<file path="config.mk">
export PLATFORM = sky130hd
export DESIGN_NAME = mod179_arbiter
export DESIGN_NICKNAME = d
export VERILOG_FILES = /design/src/rtl/mod179_arbiter.sv
export SDC_FILE = /design/constraint.sdc
export NUM_CORES = 1
export LEC_CHECK = 0
export ABC_AREA = 1
export BUFFER_PORTS_ARGS = -buffer_cell sky130_fd_sc_hd__buf_2
export CAP_MARGIN = 10
export CORE_ASPECT_RATIO = 1.25
export CORE_MARGIN = 2
export CORE_UTILIZATION = 48
export DETAILED_ROUTE_END_ITERATION = 6
export HOLD_SLACK_MARGIN = 0.1
export PLACE_DENSITY = 0.81
export SKIP_CTS_REPAIR_TIMING = 1
export SLEW_MARGIN = 20
export SYNTH_ARGS = -nofsm -noshare
export SYNTH_HDL_FRONTEND = slang
export SYNTH_SLANG_ARGS = --single-unit
</file>
<file path="constraint.sdc">
create_clock -name clk -period 2.1 [get_ports clk]
set_clock_uncertainty 0.2 [all_clocks]
set_input_delay 0.105 -clock clk [delete_from_list [all_inputs] [get_ports clk]]
set_output_delay 0.105 -clock clk [all_outputs]
set_load 0.02 [all_outputs]
</file>
<file path="src/rtl/mod179_arbiter.sv">
// mod179_arbiter
//   Shares a single mod-179 reduction unit among NREQ requesters. A
//   round-robin arbiter picks one requester, latches its operand, pulses the
//   unit's start, waits for done (or a watchdog timeout), then returns the
//   result with a one-cycle one-hot ack. Only one transaction is in flight.
//
// Ports
//   clk       in   rising-edge clock
//   reset     in   synchronous, active-low reset
//   req       in   [NREQ]     request level per requester
//   req_x     in   [16*NREQ]  packed operands, requester i at [16i+15:16i]
//   ack       out  [NREQ]     one-hot, one-cycle completion pulse
//   res_z     out  [8]        result, valid while ack is nonzero
//   err       out             timeout flag, valid while ack is nonzero
//   busy      out             high whenever the FSM is not idle
//   gnt_id    out  [IDW]      current or last granted requester
//   dp_start  out             one-cycle start pulse to the mod-179 unit
//   dp_x      out  [16]       operand to the unit, stable START..RESP
//   dp_done   in              unit completion pulse (dp_z valid with it)
//   dp_z      in   [8]        unit result
module mod179_arbiter #(
  parameter int  NREQ    = 4,
  parameter int  TIMEOUT = 64,
  localparam int IDW     = $clog2(NREQ)
) (
  input  logic              clk,
  input  logic              reset,
  input  logic [NREQ-1:0]   req,
  input  logic [16*NREQ-1:0] req_x,
  output logic [NREQ-1:0]   ack,
  output logic [7:0]        res_z,
  output logic              err,
  output logic              busy,
  output logic [IDW-1:0]    gnt_id,
  output logic              dp_start,
  output logic [15:0]       dp_x,
  input  logic              dp_done,
  input  logic [7:0]        dp_z
);

  localparam int WDW = $clog2(TIMEOUT);

  localparam logic [1:0] IDLE  = 2'd0;
  localparam logic [1:0] START = 2'd1;
  localparam logic [1:0] WAIT  = 2'd2;
  localparam logic [1:0] RESP  = 2'd3;

  logic [1:0]      state_r;
  logic [1:0]      state_s;
  logic [IDW-1:0]  ptr_r;
  logic [IDW-1:0]  ptr_s;
  logic [WDW-1:0]  wdog_r;
  logic [WDW-1:0]  wdog_s;
  logic [IDW-1:0]  gnt_s;
  logic [15:0]     x_s;
  logic [NREQ-1:0] ack_s;
  logic [7:0]      z_s;
  logic            err_s;
  logic            busy_s;
  logic            start_s;
  logic [IDW-1:0]  pick_s;
  logic [15:0]     opnd_s [NREQ];

  // First requester with req set, scanning p, p+1, ... wrapping at NREQ.
  function automatic logic [IDW-1:0] rr_pick(input logic [NREQ-1:0] r,
                                              input logic [IDW-1:0]  p);
    logic [IDW-1:0] sel;
    logic           hit;
    logic           take;
    int             idx;
    sel = p;
    hit = 1'b0;
    for (int i = 0; i < NREQ; i++) begin
      idx  = int'(p) + i;
      idx  = (idx >= NREQ) ? idx - NREQ : idx;
      take = !hit && r[IDW'(idx)];
      sel  = take ? IDW'(idx) : sel;
      hit  = hit | take;
    end
    return sel;
  endfunction

  // Unpack operand slots so the granted one can be selected by index.
  always_comb begin
    for (int i = 0; i < NREQ; i++) begin
      opnd_s[i] = req_x[16*i +: 16];
    end
  end

  // Round-robin choice from the current pointer.
  always_comb begin
    pick_s = rr_pick(req, ptr_r);
  end

  // Next-state and next-output computation; every output is registered below.
  always_comb begin
    state_s = state_r;
    ptr_s   = ptr_r;
    wdog_s  = wdog_r;
    gnt_s   = gnt_id;
    x_s     = dp_x;
    ack_s   = {NREQ{1'b0}};
    z_s     = res_z;
    err_s   = err;
    start_s = 1'b0;
    case (state_r)
      IDLE: begin
        if (req != {NREQ{1'b0}}) begin
          gnt_s   = pick_s;
          x_s     = opnd_s[pick_s];
          start_s = 1'b1;
          state_s = START;
        end else begin
          state_s = IDLE;
        end
      end
      START: begin
        wdog_s  = {WDW{1'b0}};
        state_s = WAIT;
      end
      WAIT: begin
        // done takes priority, including in the final watchdog cycle
        if (dp_done) begin
          z_s           = dp_z;
          err_s         = 1'b0;
          ack_s[gnt_id] = 1'b1;
          state_s       = RESP;
        end else if (wdog_r == WDW'(TIMEOUT - 1)) begin
          z_s           = 8'd0;
          err_s         = 1'b1;
          ack_s[gnt_id] = 1'b1;
          state_s       = RESP;
        end else begin
          wdog_s = wdog_r + WDW'(1);
        end
      end
      RESP: begin
        // result/err were presented with ack this cycle; clear them on exit
        ptr_s   = (gnt_id == IDW'(NREQ - 1)) ? {IDW{1'b0}} : gnt_id + IDW'(1);
        z_s     = 8'd0;
        err_s   = 1'b0;
        state_s = IDLE;
      end
      default: begin
        state_s = IDLE;
      end
    endcase
    busy_s = (state_s != IDLE);
  end

  // State and registered outputs with synchronous active-low reset.
  always_ff @(posedge clk) begin
    if (!reset) begin
      state_r  <= IDLE;
      ptr_r    <= {IDW{1'b0}};
      wdog_r   <= {WDW{1'b0}};
      gnt_id   <= {IDW{1'b0}};
      dp_x     <= 16'd0;
      ack      <= {NREQ{1'b0}};
      res_z    <= 8'd0;
      err      <= 1'b0;
      busy     <= 1'b0;
      dp_start <= 1'b0;
    end else begin
      state_r  <= state_s;
      ptr_r    <= ptr_s;
      wdog_r   <= wdog_s;
      gnt_id   <= gnt_s;
      dp_x     <= x_s;
      ack      <= ack_s;
      res_z    <= z_s;
      err      <= err_s;
      busy     <= busy_s;
      dp_start <= start_s;
    end
  end

endmodule
</file>
==> flow_summary.yaml <==
status:
  outcome: "finished with violations"
  failed_checks: "setup timing"
timing:
  report.final.setup_viol: 14
  timing_worst_slew_pin_value_ns: 0.440
  finalMaxSlewViolations: 0
  setup_ws_ns: -0.202
  timing_hold_violations_final: 0
  final_min_period_over_clock_period_pct: 110
  finalCriticalPeriod_ns: 2.30
  rsz0062_at_grt: "yes"
  max_freq_mhz: 434
  timing.slew.headroom_pct: 70.4
placement:
  detailedPlacementHpwl_um: 5160
  postPlaceCellArea_sq_um: 3260
  placement.setup.worst_slack_ns: -0.00921
  finalWeightedCongestion: 0.839
  dp.cells: 604
  port_buf_inserts: 111
synthesis:
  syn_nets: 521
  yosysTopAreaCell: "sky130_fd_sc_hd__dfxtp_1"
  postSynth.asyncResetShare_pct: 0
  synth_top_cells_by_count: "sky130_fd_sc_hd__nand2_1, sky130_fd_sc_hd__nand3_1, sky130_fd_sc_hd__nor2_1, sky130_fd_sc_hd__dfxtp_1, sky130_fd_sc_hd__inv_1"
  mapped_cells: 437
  synthMostInstantiatedCell: "sky130_fd_sc_hd__nand2_1"
  synth-edff-count: 0
  yosys_warnings: 0
  area_fraction_of_the_dominant_cell_type_after_synthesis_pct: 33.4
  yosysSeqAreaShare_pct: 33.4
  yosys.cell_types.count: 29
  synth_area_leaders: "sky130_fd_sc_hd__dfxtp_1, sky130_fd_sc_hd__nand2_1, sky130_fd_sc_hd__nand3_1, sky130_fd_sc_hd__nor2_1, sky130_fd_sc_hd__inv_1"
  synth.ff_latch_count: 43
  synth.avg_cell_area_sq_um: 5.90
  mappedNetlistArea_sq_um: 2580
  top_flip_flop_cell_by_instance_count_after_synthesis: "sky130_fd_sc_hd__dfxtp_1"
route:
  drcViolationCount: 0
  ant_nets: 0
  post_drt_wl_per_cell_um: 16.8
  finalWirelength_um: 11500
  vias: 3846
  drt_pre_antenna_iters: 7
  detail_route.iter0.violations: 444
  detail_route.vias_per_cell: 5.66
power:
  power.switching_fraction_pct: 44.8
  power.density_nw_per_um2: 786
  power.sequential.fraction_pct: 30.3
  power.share.clock_pct: 16.3
  total_power_mw: 3.36
  power_leakage_nw: 2.31
  p_switching_mw: 1.50
  internal-power_mw: 1.85
  max-vdd-ir-drop_uv: 495
  p_comb_share_pct: 53.3
layout:
  final_net_count: 701
  fillCellCount: 284
  final_layout_size_suffix_gt1_share_pct: 32.4
  post-route-util_pct: 83.5
  regArea_sq_um: 868
  finish.instance_area_sq_um: 4270
  antenna_cells: 0
  multi_input_combinational_cell_area_sq_um: 1650
  fin_cells: 680
  area_growth_pct: 65.6
clock_network:
  cts_max_level: 2
  clockRootBuffer: "sky130_fd_sc_hd__clkbuf_8"
  clkTransAtPathRegs_ns: 0.09
  cts-root-to-sink-buffers: 2
  cts_tree: "built"
  clk_latency_ns: 0.30
  tritoncts.num_buffers: 5
  numClockSinks: 43
die:
  io_pins: 112
  floorplan_core_area_sq_um: 5120
  die_x_um: 69.6
  initial_core_util_pct: 50.4
  placement_rows: 29
  fp.dieArea_sq_um: 5980
  chipHeight_um: 86.0
critical_path:
  cp.required_ns: 2.10
  worstSetupPathType: "reg -> reg"
  worstSetupEndpointType: "flip-flop"
  worst_reg_to_reg_cells: 16
  regToRegStartpoint: "ptr_r[0]"
  timing.rr.end: "dp_x[15]"
  cp-start-kind: "flip-flop"
  r2r_slack_ns: -0.20
  critPathArrivalTime_ns: 2.30
  worst-path-max-fanout: 8
worst_hold_path:
  worst_hold_check_path_type: "in -> reg"
  hold_start: "req_x[26]"
  hold_worst_path_end: "dp_x[10]"
  hold_path_depth: 7
grt:
  grt_remaining_overflow: 0
  track_usage_pct: 23.9
  antenna_violations_before_repair: 0
  grt_pass1_wl_um: 11700
  pin_count_of_the_biggest_net_entering_global_routing: 35
  first_global_vias: 2717
flow_run:
  max-cap-violations: 0
state kept, by name, indices dropped and copies added (netlist names):
register,count
ack,4
busy,1
dp_start,1
dp_x,16
err,1
gnt_id,2
ptr_r,2
res_z,8
state_r,2
wdog_r,6
metrics by stage:
stage	setup TNS, ns	hold WS [ns]
global route	-2.37	0.107
floorplan	0	0.0195
detailed placement	-0.00921	0.162
global placement	0	0.145
CTS	-0.0260	-0.164
finish	-0.890	0.0466
cell families after synthesis:
group	after synthesis	synth area share [%]
simple gates	301	48.8
flops	43	33.4
fa+ha+maj	5	2.43
buf+inv	62	9.99
compound gates	26	5.39
metal layers:
metal  up-vias  track usage, %  wire length [um]
met3       104            4.23              1290
li1       1718               -                 -
met2       331            42.0              5430
met5         -               0                 0
met4         0            10.2               868
met1      1693            28.5              3870
critical path, stage by stage (launching register included):
cell,delay (ns)
sky130_fd_sc_hd__dfxtp_4,0.38
sky130_fd_sc_hd__buf_8,0.14
sky130_fd_sc_hd__nand2_4,0.07
sky130_fd_sc_hd__nand2_1,0.06
sky130_fd_sc_hd__nand2_1,0.09
sky130_fd_sc_hd__nand2_2,0.08
sky130_fd_sc_hd__nor2_4,0.13
sky130_fd_sc_hd__nand2_1,0.08
sky130_fd_sc_hd__nand2_2,0.12
sky130_fd_sc_hd__nand2_4,0.11
sky130_fd_sc_hd__clkbuf_16,0.19
sky130_fd_sc_hd__nand2_1,0.10
sky130_fd_sc_hd__nand2_1,0.10
sky130_fd_sc_hd__nand2_1,0.09
sky130_fd_sc_hd__nand3_1,0.09
sky130_fd_sc_hd__nand2_1,0.11
sky130_fd_sc_hd__inv_1,0.06
cell usage in the layout, fill, tap and decap left out, types with 2 or more instances in the layout:
cell type                       instances
sky130_fd_sc_hd__nand2_2               37
sky130_fd_sc_hd__nand2_1              139
sky130_fd_sc_hd__buf_12                 3
sky130_fd_sc_hd__clkbuf_16              2
sky130_fd_sc_hd__clkbuf_8               5
sky130_fd_sc_hd__buf_4                  8
sky130_fd_sc_hd__inv_4                  2
sky130_fd_sc_hd__ha_1                   5
sky130_fd_sc_hd__o21ai_0                8
sky130_fd_sc_hd__nand2_4                9
sky130_fd_sc_hd__nand3_1               53
sky130_fd_sc_hd__inv_1                 39
sky130_fd_sc_hd__dfxtp_4                2
sky130_fd_sc_hd__buf_6                  3
sky130_fd_sc_hd__buf_2                111
sky130_fd_sc_hd__a21oi_1               14
sky130_fd_sc_hd__nand3_2                5
sky130_fd_sc_hd__nor2_4                 2
sky130_fd_sc_hd__nor2_1                43
sky130_fd_sc_hd__dlygate4sd3_1         64
sky130_fd_sc_hd__nor3_1                 4
sky130_fd_sc_hd__dfxtp_1               41
sky130_fd_sc_hd__nor2_2                 2
sky130_fd_sc_hd__or2_2                  2
power groups by stage:
stage	combinational [mW]	sequential, mW	clock (mW)
after floorplan	0.770	1.14	0
after global placement	1.29	1.02	0
after global routing	1.92	1.03	0.572
after detailed placement	1.31	1.02	0
after CTS	1.31	1.01	0.545
final	1.79	1.02	0.548
worst max path at each step:
stage | from | endpoint | cells past startpoint
6_report | ptr_r[0] | dp_x[15] | 16
5_1_grt | ptr_r[0] | dp_x[15] | 16
4_1_cts | ptr_r[0] | dp_x[13] | 16
3_5_place_dp | ptr_r[1] | dp_x[13] | 16
3_3_place_gp | ptr_r[0] | dp_x[13] | 16
2_1_floorplan | ptr_r[1] | dp_x[10] | 16
final cells by class:
class	count	share of cell area (%)
inverter	43	4.01
clock buffer	6	1.70
clock inverter	2	0.293
sequential	43	20.3
multi-input combinational	332	38.7
timing repair buffer	192	33.1
tap	62	1.82
Power figures use the tool's default switching activity.
